==> src/rtl/uart3_rx_fifo.sv <==
// rtl/uart3_rx_fifo.sv - oversampling UART receiver with show-ahead RX FIFO
// Optional parity stage enabled by defining UART3_RX_PARITY_EN.
module uart3_rx_fifo #(
    parameter int DATA_BITS  = 8,
    parameter int BAUD       = 9600,
    parameter int CLK_FREQ   = 40000000,
    parameter int OVERSAMPLE = 16,
    parameter int FIFO_DEPTH = 4,
    parameter int PARITY_ODD = 0
) (
    input  logic                          clk,
    input  logic                          reset,
    input  logic                          rx_enable,
    input  logic                          rx_in,
    input  logic                          uld_rx_data,
    output logic [DATA_BITS-1:0]          rx_data,
    output logic                          byte_rdy,
    output logic [$clog2(FIFO_DEPTH):0]   fifo_count,
    output logic                          frame_err,
    output logic                          parity_err,
    output logic                          overrun_err
);
    localparam int DIV = (CLK_FREQ + (BAUD * OVERSAMPLE) / 2) / (BAUD * OVERSAMPLE);
    localparam int DW  = (DIV > 1) ? $clog2(DIV) : 1;
    localparam int TW  = $clog2(OVERSAMPLE);
    localparam int BW  = $clog2(DATA_BITS + 1);
    localparam int PW  = $clog2(FIFO_DEPTH);
    localparam int CW  = PW + 1;

    typedef enum logic [2:0] {S_IDLE, S_START, S_DATA, S_PARITY, S_STOP} state_t;

    state_t               state, state_next;
    logic                 rx_meta, rx_sync, rx_prev;
    logic [DW-1:0]        div_cnt;
    logic [TW-1:0]        tick_cnt;
    logic [BW-1:0]        bit_cnt;
    logic [DATA_BITS-1:0] shreg;
    logic [DATA_BITS-1:0] mem [FIFO_DEPTH];
    logic [PW-1:0]        wr_ptr, rd_ptr;
    logic [CW-1:0]        count;
    logic                 fall, tick, half_pt, bit_end;
    logic                 push, frame_c, pop_ok, push_ok, full;
`ifdef UART3_RX_PARITY_EN
    logic                 par_bad, parity_c;
`endif

    assign fall    = rx_prev & ~rx_sync;
    assign tick    = (div_cnt == DW'(DIV - 1));
    assign half_pt = tick && (tick_cnt == TW'(OVERSAMPLE / 2 - 1));
    assign bit_end = tick && (tick_cnt == TW'(OVERSAMPLE - 1));

    always_comb begin
        state_next = state;
        push       = 1'b0;
        frame_c    = 1'b0;
`ifdef UART3_RX_PARITY_EN
        parity_c   = 1'b0;
`endif
        if (!rx_enable) begin
            state_next = S_IDLE;
        end else begin
            case (state)
                S_IDLE:  if (fall) state_next = S_START;
                S_START: if (half_pt) state_next = rx_sync ? S_IDLE : S_DATA;
                S_DATA: begin
                    if (bit_end && bit_cnt == BW'(DATA_BITS - 1)) begin
`ifdef UART3_RX_PARITY_EN
                        state_next = S_PARITY;
`else
                        state_next = S_STOP;
`endif
                    end
                end
                S_PARITY: if (bit_end) state_next = S_STOP;
                S_STOP: begin
                    if (bit_end) begin
                        state_next = S_IDLE;
                        if (!rx_sync) frame_c = 1'b1;
`ifdef UART3_RX_PARITY_EN
                        else if (par_bad) parity_c = 1'b1;
`endif
                        else push = 1'b1;
                    end
                end
                default: state_next = S_IDLE;
            endcase
        end
    end

    always_ff @(posedge clk or posedge reset) begin
        if (reset) begin
            state       <= S_IDLE;
            rx_meta     <= 1'b1;
            rx_sync     <= 1'b1;
            rx_prev     <= 1'b1;
            div_cnt     <= '0;
            tick_cnt    <= '0;
            bit_cnt     <= '0;
            shreg       <= '0;
            frame_err   <= 1'b0;
            overrun_err <= 1'b0;
        end else begin
            state   <= state_next;
            rx_meta <= rx_in;
            rx_sync <= rx_meta;
            rx_prev <= rx_sync;
            // Divider restarts on the start edge so sample points sit mid-bit
            if ((state == S_IDLE && fall) || tick) div_cnt <= '0;
            else                                   div_cnt <= div_cnt + DW'(1);
            if (state_next != state || bit_end) tick_cnt <= '0;
            else if (tick)                      tick_cnt <= tick_cnt + TW'(1);
            if (state != S_DATA) bit_cnt <= '0;
            else if (bit_end)    bit_cnt <= bit_cnt + BW'(1);
            if (state == S_DATA && bit_end) shreg <= {rx_sync, shreg[DATA_BITS-1:1]};
            frame_err   <= frame_c;
            overrun_err <= push && !push_ok;
        end
    end

`ifdef UART3_RX_PARITY_EN
    always_ff @(posedge clk or posedge reset) begin
        if (reset) begin
            par_bad    <= 1'b0;
            parity_err <= 1'b0;
        end else begin
            if (state == S_PARITY && bit_end)
                par_bad <= rx_sync != ((^shreg) ^ PARITY_ODD[0]);
            parity_err <= parity_c;
        end
    end
`else
    // PARITY_ODD has no effect without the parity stage
    assign parity_err = 1'b0 & PARITY_ODD[0];
`endif

    assign full       = (count == CW'(FIFO_DEPTH));
    assign pop_ok     = uld_rx_data && (count != '0);
    assign push_ok    = push && (!full || pop_ok);
    assign byte_rdy   = (count != '0);
    assign fifo_count = count;

    always_ff @(posedge clk) begin
        if (push_ok) mem[wr_ptr] <= shreg;
    end

    // rx_data is a register so it keeps its last value once the FIFO drains
    always_ff @(posedge clk or posedge reset) begin
        if (reset) begin
            wr_ptr  <= '0;
            rd_ptr  <= '0;
            count   <= '0;
            rx_data <= '0;
        end else begin
            if (push_ok) wr_ptr <= wr_ptr + PW'(1);
            if (pop_ok)  rd_ptr <= rd_ptr + PW'(1);
            count <= count + CW'(push_ok) - CW'(pop_ok);
            if (pop_ok && count == CW'(1) && push_ok) rx_data <= shreg;
            else if (pop_ok && count > CW'(1))        rx_data <= mem[rd_ptr + PW'(1)];
            else if (!pop_ok && count == '0 && push_ok) rx_data <= shreg;
        end
    end
endmodule

==> config.mk <==
export PLATFORM = sky130hd
export DESIGN_NAME = uart3_rx_fifo
export DESIGN_NICKNAME = d
export VERILOG_FILES = /design/src/rtl/uart3_rx_fifo.sv
export SDC_FILE = /design/constraint.sdc
export NUM_CORES = 1
export LEC_CHECK = 0
export CORE_MARGIN = 1.5
export CORE_UTILIZATION = 59
export CTS_BUF_LIST = sky130_fd_sc_hd__clkbuf_16
export CTS_CLUSTER_SIZE = 25
export DETAILED_ROUTE_END_ITERATION = 8
export HOLD_SLACK_MARGIN = 0.08
export PLACE_DENSITY_LB_ADDON = 0.08
export SLEW_MARGIN = 10
export SYNTH_ARGS = -nofsm -noshare
export SYNTH_HDL_FRONTEND = slang
export SYNTH_SLANG_ARGS = --single-unit
export TNS_END_PERCENT = 100
==> constraint.sdc <==
create_clock -name clk -period 3.25 [get_ports clk]
set_input_delay 0.65 -clock clk [delete_from_list [all_inputs] [get_ports clk]]
set_output_delay 0.65 -clock clk [all_outputs]
set_load 0.01 [all_outputs]
==> results of run 1 <==
[per-layer routing]
metal	vias to the layer above	share of wire
met3	9	0.042
met1	1086	0.49
li1	1047	-
met4	0	0.015
met5	-	0
met2	47	0.46
[cell families (layout without fill, tap and decap cells)]
group / count (synthesis) / after routing / share of synthesized area
other: 1 / 1 / 0.001031
AND/OR/NAND/NOR: 103 / 103 / 0.1555
AO/OA/AOI/OAI: 23 / 23 / 0.04747
buffers and inverters: 24 / 52 / 0.02958
adder cells (fa/ha/maj): 12 / 12 / 0.04334
XOR/XNOR: 18 / 18 / 0.04334
multiplexers: 17 / 17 / 0.08428
flip-flops: 80 / 80 / 0.5955
[where the power goes]
part	total (mW)	switching (mW)	internal [mW]	leakage, nW
Sequential	1.22	0.120	1.10	1.01
Clock	0.989	0.396	0.593	0.136
Combinational	0.366	0.176	0.190	0.652
Total	2.58	0.693	1.89	1.80
[cells in the final DEF, fill, tap and decap left out, types with 9 or more instances in the layout]
cell,count
nor2_1,16
inv_1,11
dfrtp_1,45
nand3_1,13
ha_1,11
nand2_1,27
edfxtp_1,32
clkbuf_16,9
xor2_1,12
clkdlybuf4s50_1,18
[flip-flops by register name, summed over array words and instances (netlist names)]
signal       count
mem             32
div_cnt          9
rx_data          8
shreg            8
bit_cnt          4
tick_cnt         4
fifo_count       3
state            3
rd_ptr           2
wr_ptr           2
frame_err        1
overrun_err      1
rx_meta          1
rx_prev          1
rx_sync          1
[per-stage QoR]
step | utilization | power, mW | setup WS, ns | hold WS (ns)
3_5_place_dp | 0.6577 | 1.610 | 0.04015 | 0.3523
6_report | 0.7077 | 2.579 | 0.3696 | 0.3536
3_3_place_gp | 0.6577 | 1.597 | 0.1779 | 0.3481
5_1_grt | 0.7077 | 2.695 | 0.2277 | 0.3622
4_1_cts | 0.7077 | 2.600 | 0.3959 | 0.3580
2_1_floorplan | - | 1.476 | 0.5988 | 0.3452
[worst reg2reg max path, cell delays in order, from the launching register on]
cell	delay, ns
dfrtp_1	0.41
ha_1	0.29
nor4bb_1	0.23
buf_4	0.22
nand3_4	0.13
nor3_2	0.28
inv_1	0.08
ha_1	0.28
inv_1	0.04
ha_1	0.19
fa_1	0.37
xnor2_1	0.13
[how the worst max path moves through the flow]
stage | endpoint | slack, ns | cells after the start
after detailed placement | fifo_count[2] | 0.04 | 10
after global routing | fifo_count[2] | 0.23 | 10
after floorplan | fifo_count[2] | 0.60 | 11
final | fifo_count[2] | 0.37 | 10
after global placement | fifo_count[2] | 0.18 | 10
after CTS | fifo_count[2] | 0.40 | 10
[area by class of cell]
cell class                      count  area share
Multi-Input combinational cell    174      0.3255
Timing Repair Buffer               24     0.05375
Inverter                           12     0.01075
Clock buffer                        9     0.05375
Tap cell                           75     0.02239
Sequential cell                    80      0.5169
Clock inverter                      7     0.01702
==> impl_metrics.py, run 1 <==
metrics = {
    "synth": {
        "synth-seq-cells": 80,
        "synth_common_cells": "dfrtp_1, edfxtp_1, nand2_1, nor2_1, nand3_1",
        "synth_edf_count": 32,
        "yosysTopAreaCellShare": 0.3096,
        "yosys_warnings": 0,
        "synth-main-ff-cell": "dfrtp_1",
        "synth_area_sq_um": 3637,
        "synth_area_leaders": "dfrtp_1, edfxtp_1, mux4_2",
        "yosysSeqAreaShare": 0.5955,
        "avgSynthCellArea_sq_um": 13.08,
        "async_flop_share": 0.6000,
        "synthCells": 278,
        "yosysTopAreaCell": "dfrtp_1",
        "post-synth-top-count-cell": "dfrtp_1",
        "synth_fp_nets": 295,
        "synthDistinctLibCells": 51,
    },
    "cts": {
        "ctsResizeCount": 0,
        "clk_latency_ns": 0.33,
        "hold_buffers": 0,
        "cts_tree": "yes",
        "numClockSinks": 80,
        "cts_max_path_buffers": 2,
        "root_buffer": "clkbuf_16",
        "numCtsBuffers": 9,
        "htree_levels": 3,
        "clk_pin_slew_ns": 0.06,
        "cts_setup_buffers": 0,
    },
    "critical_path": {
        "path_max_fanout": 6,
        "crit_slowest_cell": "clkdlybuf4s50_1",
        "reg2reg_from": "div_cnt[0]",
        "reg2reg_to": "fifo_count[2]",
        "critPathMaxStageDelay_ns": 0.55,
        "critPathKind": "in2reg",
        "reg2reg_slack_ns": 0.49,
        "crit_buf_inv": 3,
        "worstPathRequired_ns": 3.47,
        "path_delay_family": "adder cells",
        "end_kind": "flop",
        "crit_start": "rx_enable",
        "arrival_ns": 3.10,
        "cp_cell_sequence": "clkdlybuf4s50_1, nor4bb_1, nand2_1, nor3_2, inv_1, ha_1, inv_1, ha_1, fa_1, xnor2_1",
        "setup.worst_path.start_class": "input pin",
        "reg2reg_depth": 11,
    },
    "final_layout": {
        "seqCellArea_sq_um": 2166,
        "multi_input_area_sq_um": 1364,
        "drive_gt1_frac": 0.1438,
        "diodes": 0,
        "area_growth_pct": 15.20,
        "nNetsFinal": 318,
        "n_fill_cell": 397,
        "final_cells": 381,
        "design_area_sq_um": 4190,
    },
    "global_route": {
        "use_met3": 0.06111,
        "grt_usage": 0.2293,
        "met1_usage": 0.3383,
        "grt_busiest_layer": "met1",
        "groute.layer.met2.usage": 0.3223,
        "antenna_found_initial": 0,
        "grt_overflow_total": 0,
        "grt_pass1_wl_um": 10850,
        "grt_pass1_vias": 2144,
        "grt_max_degree": 49,
    },
    "sta": {
        "drv_slew": 0,
        "min_period_over_period": 0.8863,
        "rsz0062_at_grt": "false",
        "tightest_slew_ns": 0.6083,
        "skew_ns": 0.007183,
        "max_freq_mhz": 347.2,
        "slew_headroom": 0.5945,
        "finalCriticalPeriod_ns": 2.880,
        "final-hold-violation-count": 0,
        "setup_viol": 0,
        "fin_setup_tns_ns": 0,
    },
    "hold_path": {
        "hold_depth": 0,
        "holdPathEnd": "rx_sync",
        "hold_start": "rx_meta",
        "min_path_type": "reg2reg",
    },
    "place": {
        "dpl_cell_area_sq_um": 3894,
        "hpwl_um": 4422,
        "gp_congestion": 0.7837,
        "io_buffers": 18,
        "place_inst": 365,
    },
    "die": {
        "row_count": 28,
        "die_w_um": 81.52,
        "dieArea_sq_um": 6645,
        "initial_core_util": 0.6143,
        "core_area_sq_um": 5921,
        "die_h_um": 81.52,
        "io_pins": 20,
    },
    "routing": {
        "dr_total_vias": 2189,
        "drtIter0Drc": 231,
        "route.detailed.drc": 0,
        "ant_nets": 0,
        "wl_per_cell_um": 17.59,
        "wl_um": 6701,
        "dr.pass1.iters": 4,
        "avgViaCountPerCell": 5.745,
    },
    "job": {
        "maxCapViolations": 0,
    },
    "pwr": {
        "p_leak_nw": 1.797,
        "power_density_nw_per_um2": 615.5,
        "ir_drop_mv": 0.4958,
    },
    "run_status": {
        "status": "finished, final reports clean",
    },
}
Power figures use the tool's default switching activity.
==> inputs of run 2 (changes only) <==
- CAP_MARGIN: not set -> 0
==> results of run 2 <==
Final layout, timing and power as in run 1 (identical DEF).
==> edit: new RTL, settings of run 2 <==
The parameter `CLK_FREQ` goes from 40000000 to 80000000.
--- a/src/rtl/uart3_rx_fifo.sv
+++ b/src/rtl/uart3_rx_fifo.sv
@@ -3,7 +3,7 @@
 module uart3_rx_fifo #(
     parameter int DATA_BITS  = 8,
     parameter int BAUD       = 9600,
-    parameter int CLK_FREQ   = 40000000,
+    parameter int CLK_FREQ   = 80000000,
     parameter int OVERSAMPLE = 16,
     parameter int FIFO_DEPTH = 4,
     parameter int PARITY_ODD = 0
Function: same outputs for any inputs over 10 cycles, from zero or initial values and one cycle with reset high; that may be too few to reach the edited logic, so the function may still have changed.
==> edit against run 2 <==
  * Total power up 15%
  * Sequential cell count up 1
  * Wire length up 3.4%
  * Clock power up 7%
  * Area after synthesis up 1.0%
  * Highest routed layer unchanged
  * Utilization up 0.57 points
  * Cell area up 1.4%
  * Maximum frequency up 9.9%
  * Sequential power up 9%
  * Worst setup slack better by 0.26 ns
==> edit: results <==
yosys:
  synthMuxAreaShare: 0.0875
  synth_compound_area_frac: 0.0565
  syn_inst: 281
  synthesis.nets: 299
  synth-adder-area-share: 0.0490
  synth_common_cells: "46 x dfrtp_1, 32 x edfxtp_1, 28 x nor2_1, 15 x inv_1"
  ys_types: 48
  synth_xor_area_frac: 0.0381
  seq_area_frac_synth: 0.596
  synth_edf_count: 32
  yosys_warnings: 0
  async_reset_ff_frac: 0.605
  synth_top_cells_by_area: "dfrtp_1 31%, edfxtp_1 26%, mux4_2 4.9%"
clock_tree:
  clock_sinks: 81
  htreeDepth: 3
  clkLatencyLatePin_ns: 0.33
  cts_setup_buffers: 0
  clkTransAtPathRegs_ns: 0.06
  root_buffer: "clkbuf_16"
  cts_buffers: 9
  cts_resized: 0
place:
  gp_congestion: 0.814
  hpwl_um: 4630
  io_buffers: 18
  dp_cells: 369
run_status:
  status: "complete, no violations"
global_routing:
  grt_start_max_net_pins: 23
  antenna_found_initial: 0
  grt_pass1_vias: 2259
  grtUsageTotal: 0.232
  grt_pass1_wl_um: 11300
finish:
  nClkBuffers: 10
  top_regs: "mem x32, div_cnt x10"
  buf_share: 0.0512
  inv_count: 16
  num-multi-input-gates: 174
  fin_nets: 323
  multi_input_area_share: 0.322
  n_all_buffers: 23
  register_area_um2: 2190
  drive_above_1_share: 0.148
  instances_no_fill: 385
  fill_cells: 406
  area_share_clock_buf_inv: 0.0751
worst_setup_path:
  cp_data_arrival_time_ns: 2.83
  slowest_stage: "nor4b_4"
  critPathMaxStageDelay_ns: 0.51
  crit_fanout: 6
pwr:
  ir_worst_vdd_uv: 527
  power.static_leakage_nw: 1.82
route:
  drtIter0Drc: 138
  vias_per_cell: 5.85
  routedWlPerCell_um: 18.0
worst_hold_path:
  hold_path.class: "flip-flop to flip-flop"
sta:
  finClkSkew_ns: 0.0127
  slew_headroom: 0.417
-- edit: cell count changes in the layout (fill, tap and decap cells not counted), moves of 6 or more --
cell / delta
a31oi_1: +9
nand2_1: -16
nand3_1: -6
nand4_1: +6
nor2_1: +12
o211ai_1: -6
xor2_1: -6
-- edit: metrics by stage --
step	util	area [µm²]	setup slack, ns
floorplan	-	3670	0.723
global placement	0.660	3930	0.378
detailed placement	0.660	3930	0.331
CTS	0.713	4250	0.633
global route	0.713	4250	0.474
finish	0.713	4250	0.629
-- edit: per-layer routing --
metal / track usage / wire length (µm) / vias to the layer above
met5: 0 / 0 / -
met4: 0.0898 / 126 / 0
met3: 0.0367 / 266 / 11
met2: 0.361 / 3310 / 52
met1: 0.328 / 3230 / 1135
li1: - / - / 1056
-- edit: final timing paths --
kind,start,to,slack (ns),depth (start not counted)
min in group asynchronous,reset,wr_ptr[0]$_DFFE_PP0P_,0.67,2
max in group asynchronous,reset,rx_prev$_DFF_PP1_,1.91,3
worst min-delay path,rx_meta$_DFF_PP1_,rx_sync$_DFF_PP1_,0.36,0
worst min register to register,rx_meta$_DFF_PP1_,rx_sync$_DFF_PP1_,0.36,0
worst max-delay path,div_cnt[5]$_DFF_PP0_,fifo_count[2]$_DFF_PP0_,0.63,9
worst max register to register,div_cnt[5]$_DFF_PP0_,fifo_count[2]$_DFF_PP0_,0.63,9
-- edit: power breakdown --
part           leakage [nW]  internal, mW  switching, mW
logic                 0.652         0.313          0.272
clock network         0.155         0.648          0.410
registers              1.01          1.17          0.157
-- edit: critical path, delay by kind of cell, from the launching register on --
kind	cells	cell delay [ns]
adders and majority gates	3	0.83
xor gates and xnor gates	1	0.13
buffers and inverters	2	0.10
DFF	1	0.44
and+or+nand+nor	3	0.99
